--- src/rtl/serial_adder.sv ---
// Bit-serial adder: one full-adder cell plus a carry flop, LSB first, one bit per clock.
// A three-state FSM (IDLE/RUN/DONE) sequences WIDTH add steps and pulses done for one cycle.
module serial_adder #(
    parameter int WIDTH = 8
) (
    input  logic             clk,
    input  logic             rst,
    input  logic             start,
    input  logic [WIDTH-1:0] a,
    input  logic [WIDTH-1:0] b,
    input  logic             cin,
    output logic             busy,
    output logic             done,
    output logic [WIDTH-1:0] sum,
    output logic             cout
);

    localparam int            CW   = $clog2(WIDTH) + 1;
    localparam logic [CW-1:0] LAST = CW'(WIDTH - 1);

    typedef enum logic [1:0] {
        IDLE = 2'd0,
        RUN  = 2'd1,
        DONE = 2'd2
    } state_t;

    state_t           state;
    state_t           state_nxt;
    logic [WIDTH-1:0] sra;
    logic [WIDTH-1:0] srb;
    logic [WIDTH-1:0] acc;
    logic [WIDTH-1:0] acc_nxt;
    logic [CW-1:0]    cnt;
    logic             carry;
    logic             fa_s;
    logic             fa_c;
    logic             last;

    // The single adder cell: returns {carry_out, sum}.
    function automatic logic [1:0] full_add(input logic x, input logic y, input logic ci);
        return {(x & y) | (x & ci) | (y & ci), x ^ y ^ ci};
    endfunction

    assign {fa_c, fa_s} = full_add(sra[0], srb[0], carry);
    assign last         = (cnt == LAST);
    assign busy         = (state != IDLE);
    assign done         = (state == DONE);

    // Written as shift-then-insert so WIDTH=1 needs no special case.
    always_comb begin
        acc_nxt            = acc >> 1;
        acc_nxt[WIDTH-1]   = fa_s;
    end

    always_comb begin
        state_nxt = state;
        case (state)
            IDLE:    if (start) state_nxt = RUN;
            RUN:     if (last)  state_nxt = DONE;
            DONE:    state_nxt = IDLE;
            default: state_nxt = IDLE;
        endcase
    end

    always_ff @(posedge clk) begin
        if (rst) begin
            state <= IDLE;
        end else begin
            state <= state_nxt;
        end
    end

    always_ff @(posedge clk) begin
        if (rst) begin
            sra   <= '0;
            srb   <= '0;
            acc   <= '0;
            cnt   <= '0;
            carry <= 1'b0;
            sum   <= '0;
            cout  <= 1'b0;
        end else begin
            case (state)
                IDLE: begin
                    if (start) begin
                        sra   <= a;
                        srb   <= b;
                        carry <= cin;
                        cnt   <= '0;
                        acc   <= '0;
                    end
                end
                RUN: begin
                    sra   <= sra >> 1;
                    srb   <= srb >> 1;
                    acc   <= acc_nxt;
                    carry <= fa_c;
                    cnt   <= cnt + 1'b1;
                    if (last) begin
                        sum  <= acc_nxt;
                        cout <= fa_c;
                    end
                end
                default: ;
            endcase
        end
    end

endmodule

--- config.mk ---
export PLATFORM = sky130hd
export DESIGN_NAME = serial_adder
export DESIGN_NICKNAME = d
export VERILOG_FILES = /design/src/rtl/serial_adder.sv
export SDC_FILE = /design/constraint.sdc
export NUM_CORES = 1
export LEC_CHECK = 0
export CAP_MARGIN = 20
export CORE_ASPECT_RATIO = 2
export CORE_MARGIN = 4
export CORE_UTILIZATION = 52
export DETAILED_ROUTE_END_ITERATION = 7
export GPL_ROUTABILITY_DRIVEN = 0
export PLACE_DENSITY = 0.78
export SLEW_MARGIN = 20
export SYNTH_ARGS = -nofsm -noshare
export SYNTH_HDL_FRONTEND = slang
export SYNTH_SLANG_ARGS = --single-unit
--- constraint.sdc ---
create_clock -name clk -period 1.66 [get_ports clk]
set_input_delay 0.332 -clock clk [delete_from_list [all_inputs] [get_ports clk]]
set_output_delay 0.332 -clock clk [all_outputs]
set_load 0.01 [all_outputs]
==> impl_metrics.csv, run 1 <==
group,metric,value,unit
setup_path,required,1.33,ns
clock_tree,max-clock-path-buffers,2,
flow_run,cap_violations,0,
setup_path,slowest_delay,0.34,ns
setup_path,ff2ff_setup_slack,0.27,ns
drt,detail-route-antenna-nets,0,
hold_path,hold_end,"sum[0]",
clock_tree,cts-root-buf,"clkbuf_8",
drt,drt_iter0_drc,32,
yosys,synthTopCellsByArea,"dfxtp_1 (43%), a21oi_1 (9.0%), nor2_1 (5.9%)",
grt,antenna_found_initial,0,
timing,relSlewSlack,84.5,%
setup_path,cp_cell_sequence,"or2_2, dlygate4sd2_1",
clock_tree,cts_tree,"done",
setup_path,path_max_fanout,3,
clock_tree,numCtsBuffers,5,
finish,multi_input_area,920,um2
setup_path,r2r_cells,5,
drt,routed_wl,3960,um
timing,finClkSkew,0.00585,ns
die,dieArea,4600,um2
power,power.density_cell_area,901,nW/um2
setup_path,cp_slowest_cell,"dfxtp_1",
placement,dp_hpwl,2690,um
setup_path,regToRegEndpoint,"cnt[0]",
yosys,synthCells,216,
power,p_sw,504,uW
grt,grt_pass1_wl,6900,um
die,die_x,50.0,um
timing,fmax,638,MHz
drt,dr.pass1.iters,4,
die,initial_core_util,54.3,%
yosys,syn_nets,238,
timing,setup_viol,0,
placement,place_ws,-0.00231,ns
yosys,synth_seq_cells,39,
timing,tns,0,ns
grt,grt_max_degree,29,
clock_tree,cts.htree.levels,2,
yosys,synth_top_area_share,42.6,%
setup_path,cp.arrival,1.24,ns
power,ir_drop,0.750,mV
timing,hold_viol,0,
power,sequentialPowerShare,48.8,%
grt,gr-total-overflow,0,
drt,vias_per_cell,5.86,
drt,drc,0,
clock_tree,clk-insertion-delay-late,0.29,ns
setup_path,r2r_start,"state[0]",
drt,vias,1629,
clock_tree,clkSinkCount,39,
finish,antennaDiodeCount,0,
yosys,synth.largest_area_cell,"dfxtp_1",
grt,grt_usage,19.2,%
timing,layout_setup_ws,0.0925,ns
power,p_clk_share,38.3,%
timing,drv_slew,0,
hold_path,holdPathStages,2,
power,combPwrFrac,12.9,%
hold_path,hp-class,"reg2reg",
yosys,ys_warn_count,0,
finish,final_cell_area,2300,um2
yosys,synth_top_flop_cell,"dfxtp_1",
finish,seqCellArea,781,um2
yosys,ys_async_sr_fraction,0,%
timing,whs,0.473,ns
power,p_sw_share,24.3,%
hold_path,min_from,"acc[1]",
die,pin_count,31,
clock_tree,clkSlewWorstSetupHoldPaths,0.08,ns
yosys,synthTopCellsByCount,"dfxtp_1 (39), a21oi_1 (33), nor2_1 (29), nand3_1 (11), buf_2 (10)",
grt,grt_pass1_vias,1573,
drt,wl_per_cell,14.2,um
yosys,synth_area,1830,um2
setup_path,startpoint_type,"flop",
die,core,3380,um2
finish,area_growth,25.3,%
placement,place_area,2190,um2
setup_path,crit_path_end_kind,"output port",
setup_path,critPathKind,"reg2out",
finish,drive_above_1_share,15.0,%
finish,fill_cells,307,
die,num_rows,30,
run_status,outcome,"complete, no violations",
yosys,avgSynthCellArea,8.49,um2
placement,port_buffers,30,
yosys,yosysMostFrequentCell,"dfxtp_1",
yosys,yosysSeqAreaShare,42.6,%
yosys,ys_types,31,
yosys,synth-edff-count,0,
die,die_h,92.0,um
clock_tree,hold_buffers,0,
timing,worst_pin_slew,0.232,ns
timing,period_minus_slack,1.57,ns
power,p_int,1.57,mW
power,power,2.07,mW
timing,rsz0062_at_grt,"no",
finish,nNetsFinal,267,
timing,period_share,94.4,%
power,cellLeakagePower,0.897,nW
-- state kept, by name, summed over array words and instances, names as in the netlist --
signal / count
sra: 8
srb: 8
sum: 8
acc: 7
cnt: 4
state: 2
carry: 1
cout: 1
-- how the worst max path moves through the flow --
| stage | from | to | cells after the start |
|---|---|---|---|
| 6_report | state[0] | busy | 2 |
| 5_1_grt | state[0] | busy | 2 |
| 4_1_cts | state[0] | busy | 2 |
| 3_5_place_dp | start | sra[1] | 5 |
| 3_3_place_gp | start | carry | 5 |
| 2_1_floorplan | state[0] | busy | 3 |
-- power groups by stage --
stage / logic (mW) / clock network [mW] / registers [mW]
3_3_place_gp: 0.261 / 0 / 1.03
6_report: 0.267 / 0.793 / 1.01
4_1_cts: 0.268 / 0.805 / 1.01
2_1_floorplan: 0.175 / 0 / 1.02
3_5_place_dp: 0.268 / 0 / 1.03
5_1_grt: 0.295 / 0.856 / 1.02
-- final cells by class --
class / count / share of cell area (%)
inverters: 8 / 1.31
well taps: 32 / 1.74
clock buffers: 5 / 3.00
repair buffers: 42 / 18.0
multi-input cells: 149 / 40.1
flip-flops and latches: 39 / 34.0
clock inverters: 3 / 1.91
-- cells in the final DEF (no fill, tap or decap) --
cell and count:
dfxtp_1 39, a21oi_1 33, nor2_1 29, clkdlybuf4s50_1 28, nand3_1 11, buf_4 10, nand2b_1 9, inv_1 8
o221a_2 8, a22oi_1 8, or3b_1 7, nor3_1 7, nor2b_1 6, a21bo_2 6, nand2_1 5, clkbuf_8 5
a21bo_1 3, or2_2 2, o22ai_1 2, o22a_1 2, a211oi_1 2, dlygate4sd2_1 2, buf_12 2, and3b_1 1
o21bai_1 1, or3_1 1, a31oi_1 1, o21ba_2 1, nor3b_1 1, o21ai_1 1, fa_1 1, ha_1 1
clkinv_4 1, clkinv_2 1, bufinv_16 1
-- routing by layer --
layer	GRT usage, %	wire [um]	vias to the layer above
met3	4.39	120	7
met5	0	0	-
met4	9.01	76	0
met2	34.2	2200	27
met1	20.5	1570	783
li1	-	-	812
-- critical path: cells and delay by family (launching register included) --
| kind | cells | cell delay (ns) |
|---|---|---|
| buf+inv | 1 | 0.29 |
| flops | 1 | 0.34 |
| simple gates | 1 | 0.31 |
-- through the flow --
stage / utilization [%] / std cells
final: 68.0 / 278
after global placement: 64.7 / 270
after floorplan: - / 216
after CTS: 68.0 / 278
after global routing: 68.0 / 278
after detailed placement: 64.7 / 270
-- kinds of logic after synthesis --
kind of cell	share of synthesized area (%)
simple gates	22.3
compound gates	26.1
buf+inv	7.24
flops	42.6
fa+ha+maj	1.77
-- repair_timing --
item / in CTS / in global routing
resized for setup: 2 / 0
buffers inserted: 0 / 0
endpoints found under the setup margin: 2 / 0
No activity file was read; power rests on OpenSTA's default activity.
==> run 2, diff against run 1 <==
--- a/config.mk
+++ b/config.mk
@@ -11,8 +11,10 @@
 export CORE_UTILIZATION = 52
 export DETAILED_ROUTE_END_ITERATION = 7
 export GPL_ROUTABILITY_DRIVEN = 0
+export MAX_ROUTING_LAYER = met4
 export PLACE_DENSITY = 0.78
-export SLEW_MARGIN = 20
+export SETUP_SLACK_MARGIN = 0.05
+export SLEW_MARGIN = 25
 export SYNTH_ARGS = -nofsm -noshare
 export SYNTH_HDL_FRONTEND = slang
 export SYNTH_SLANG_ARGS = --single-unit
==> impl_metrics.csv, run 2 (synthesis results as in run 1) <==
group,metric,value,unit
power,combPwrFrac,12.9,%
finish,drive_above_1_share,15.0,%
grt,grt_usage,19.7,%
clock_tree,cts-root-buf,"clkbuf_8",
finish,reg.largest.list,"sra x8, srb x8, sum x8",
finish,fill_cells,307,
flow_run,cap_violations,0,
clock_tree,cts_setup_buffers,0,
clock_tree,hold_buffers,0,
setup_path,r2r_start,"state[0]",
hold_path,hold_end,"sum[0]",
clock_tree,cts_tree,"done",
setup_path,startpoint_type,"flop",
setup_path,cp.arrival,1.23,ns
timing,rsz0062_at_grt,"no",
grt,grt_pass1_vias,1570,
timing,worst_pin_slew,0.232,ns
grt,grt_max_degree,29,
die,die_x,50.0,um
clock_tree,clkSinkCount,39,
power,p_int,1.57,mW
clock_tree,numCtsBuffers,5,
placement,place_ws,-0.00231,ns
timing,drv_slew,0,
finish,layout_common_cells,"dfxtp_1 (39), a21oi_1 (33), nor2_1 (29)",
run_status,outcome,"complete, no violations",
setup_path,path_max_fanout,3,
timing,period_minus_slack,1.56,ns
drt,wl_per_cell,14.2,um
clock_tree,clkSlewWorstSetupHoldPaths,0.08,ns
drt,dr.pass1.iters,4,
timing,period_share,94.1,%
drt,vias_per_cell,5.84,
drt,routed_wl,3940,um
setup_path,critPathKind,"reg2out",
die,dieArea,4600,um2
timing,setup_viol,0,
die,die_h,92.0,um
finish,seqCellArea,781,um2
die,core,3380,um2
power,sequentialPowerShare,48.8,%
power,cellLeakagePower,0.897,nW
hold_path,hp-class,"reg2reg",
grt,gr-total-overflow,0,
finish,nNetsFinal,267,
finish,layout_commonest_cell,"dfxtp_1",
timing,finClkSkew,0.00557,ns
die,initial_core_util,54.3,%
timing,hold_viol,0,
drt,drc,0,
power,power,2.07,mW
power,p_sw,502,uW
drt,drt_iter0_drc,41,
finish,multi_input_area,920,um2
drt,detail-route-antenna-nets,0,
setup_path,slowest_delay,0.34,ns
finish,area_growth,25.3,%
setup_path,r2r_cells,5,
placement,dp_hpwl,2690,um
setup_path,required,1.33,ns
setup_path,cp_slowest_cell,"dfxtp_1",
clock_tree,clk-insertion-delay-late,0.29,ns
power,p_clk_share,38.3,%
finish,utilization,68.0,%
hold_path,holdPathStages,2,
clock_tree,cts.htree.levels,2,
setup_path,cp_cell_sequence,"or2_2, dlygate4sd2_1",
timing,layout_setup_ws,0.0974,ns
setup_path,regToRegEndpoint,"cnt[0]",
setup_path,ff2ff_setup_slack,0.27,ns
hold_path,min_from,"acc[1]",
grt,grt_pass1_wl,6900,um
die,num_rows,30,
clock_tree,max-clock-path-buffers,2,
power,p_sw_share,24.3,%
drt,vias,1624,
setup_path,crit_path_end_kind,"output port",
placement,port_buffers,30,
power,ir_drop,0.753,mV
power,power.density_cell_area,901,nW/um2
timing,fmax,640,MHz
finish,antennaDiodeCount,0,
grt,antenna_found_initial,0,
die,pin_count,31,
timing,relSlewSlack,84.5,%
run 2: cell counts in the layout (fill, tap and decap cells not counted):
No cell type changed its count.
run 2: timing repair:
action / CTS / global route
endpoints found under the setup margin: 2 / 0
resized for setup: 2 / 0
hold endpoints to repair: 0 / 0
run 2: worst max-delay path by stage:
stage                        start  endpoint  slack, ns  cells after the start
after global placement       start     carry       0.03                      5
after detailed placement     start    sra[1]     -0.002                      5
after global routing      state[0]      busy       0.07                      2
after CTS                 state[0]      busy       0.09                      2
final                     state[0]      busy        0.1                      2
after floorplan           state[0]      busy       0.37                      3
run 2: power groups by stage:
stage	Sequential [mW]	Clock, mW	Combinational (mW)
final	1.01	0.792	0.266
after global routing	1.02	0.856	0.295
after CTS	1.01	0.805	0.268
after detailed placement	1.03	0	0.268
after global placement	1.03	0	0.261
after floorplan	1.02	0	0.175
run 2: per-layer routing:
layer,GRT usage (%),part of all wire [%],up-vias
met2,34.2,55,24
met4,9.01,2.5,0
met1,20.5,39,780
li1,-,-,812
met3,4.39,2.7,8
met5,-,0,-
run 2: per-stage QoR:
step | setup TNS, ns | instances | hold slack, ns | instance area, um2
after floorplan | 0 | 216 | 0.443 | 1830
after global placement | 0 | 270 | 0.453 | 2190
after detailed placement | -0.00381 | 270 | 0.463 | 2190
after CTS | 0 | 278 | 0.477 | 2300
after global routing | 0 | 278 | 0.498 | 2300
final | 0 | 278 | 0.473 | 2300
run 2: cell type report:
type	instances	share of cell area [%]
clock buffer	5	3.00
clock inverter	3	1.91
inverter	8	1.31
multi-input combinational	149	40.1
sequential	39	34.0
tap	32	1.74
timing repair buffer	42	18.0
run 2: critical path, delay by kind of cell, from the launching register on:
family                 cells  cell delay [ns]
buffers and inverters      1             0.29
DFF                        1             0.34
and+or+nand+nor            1             0.31
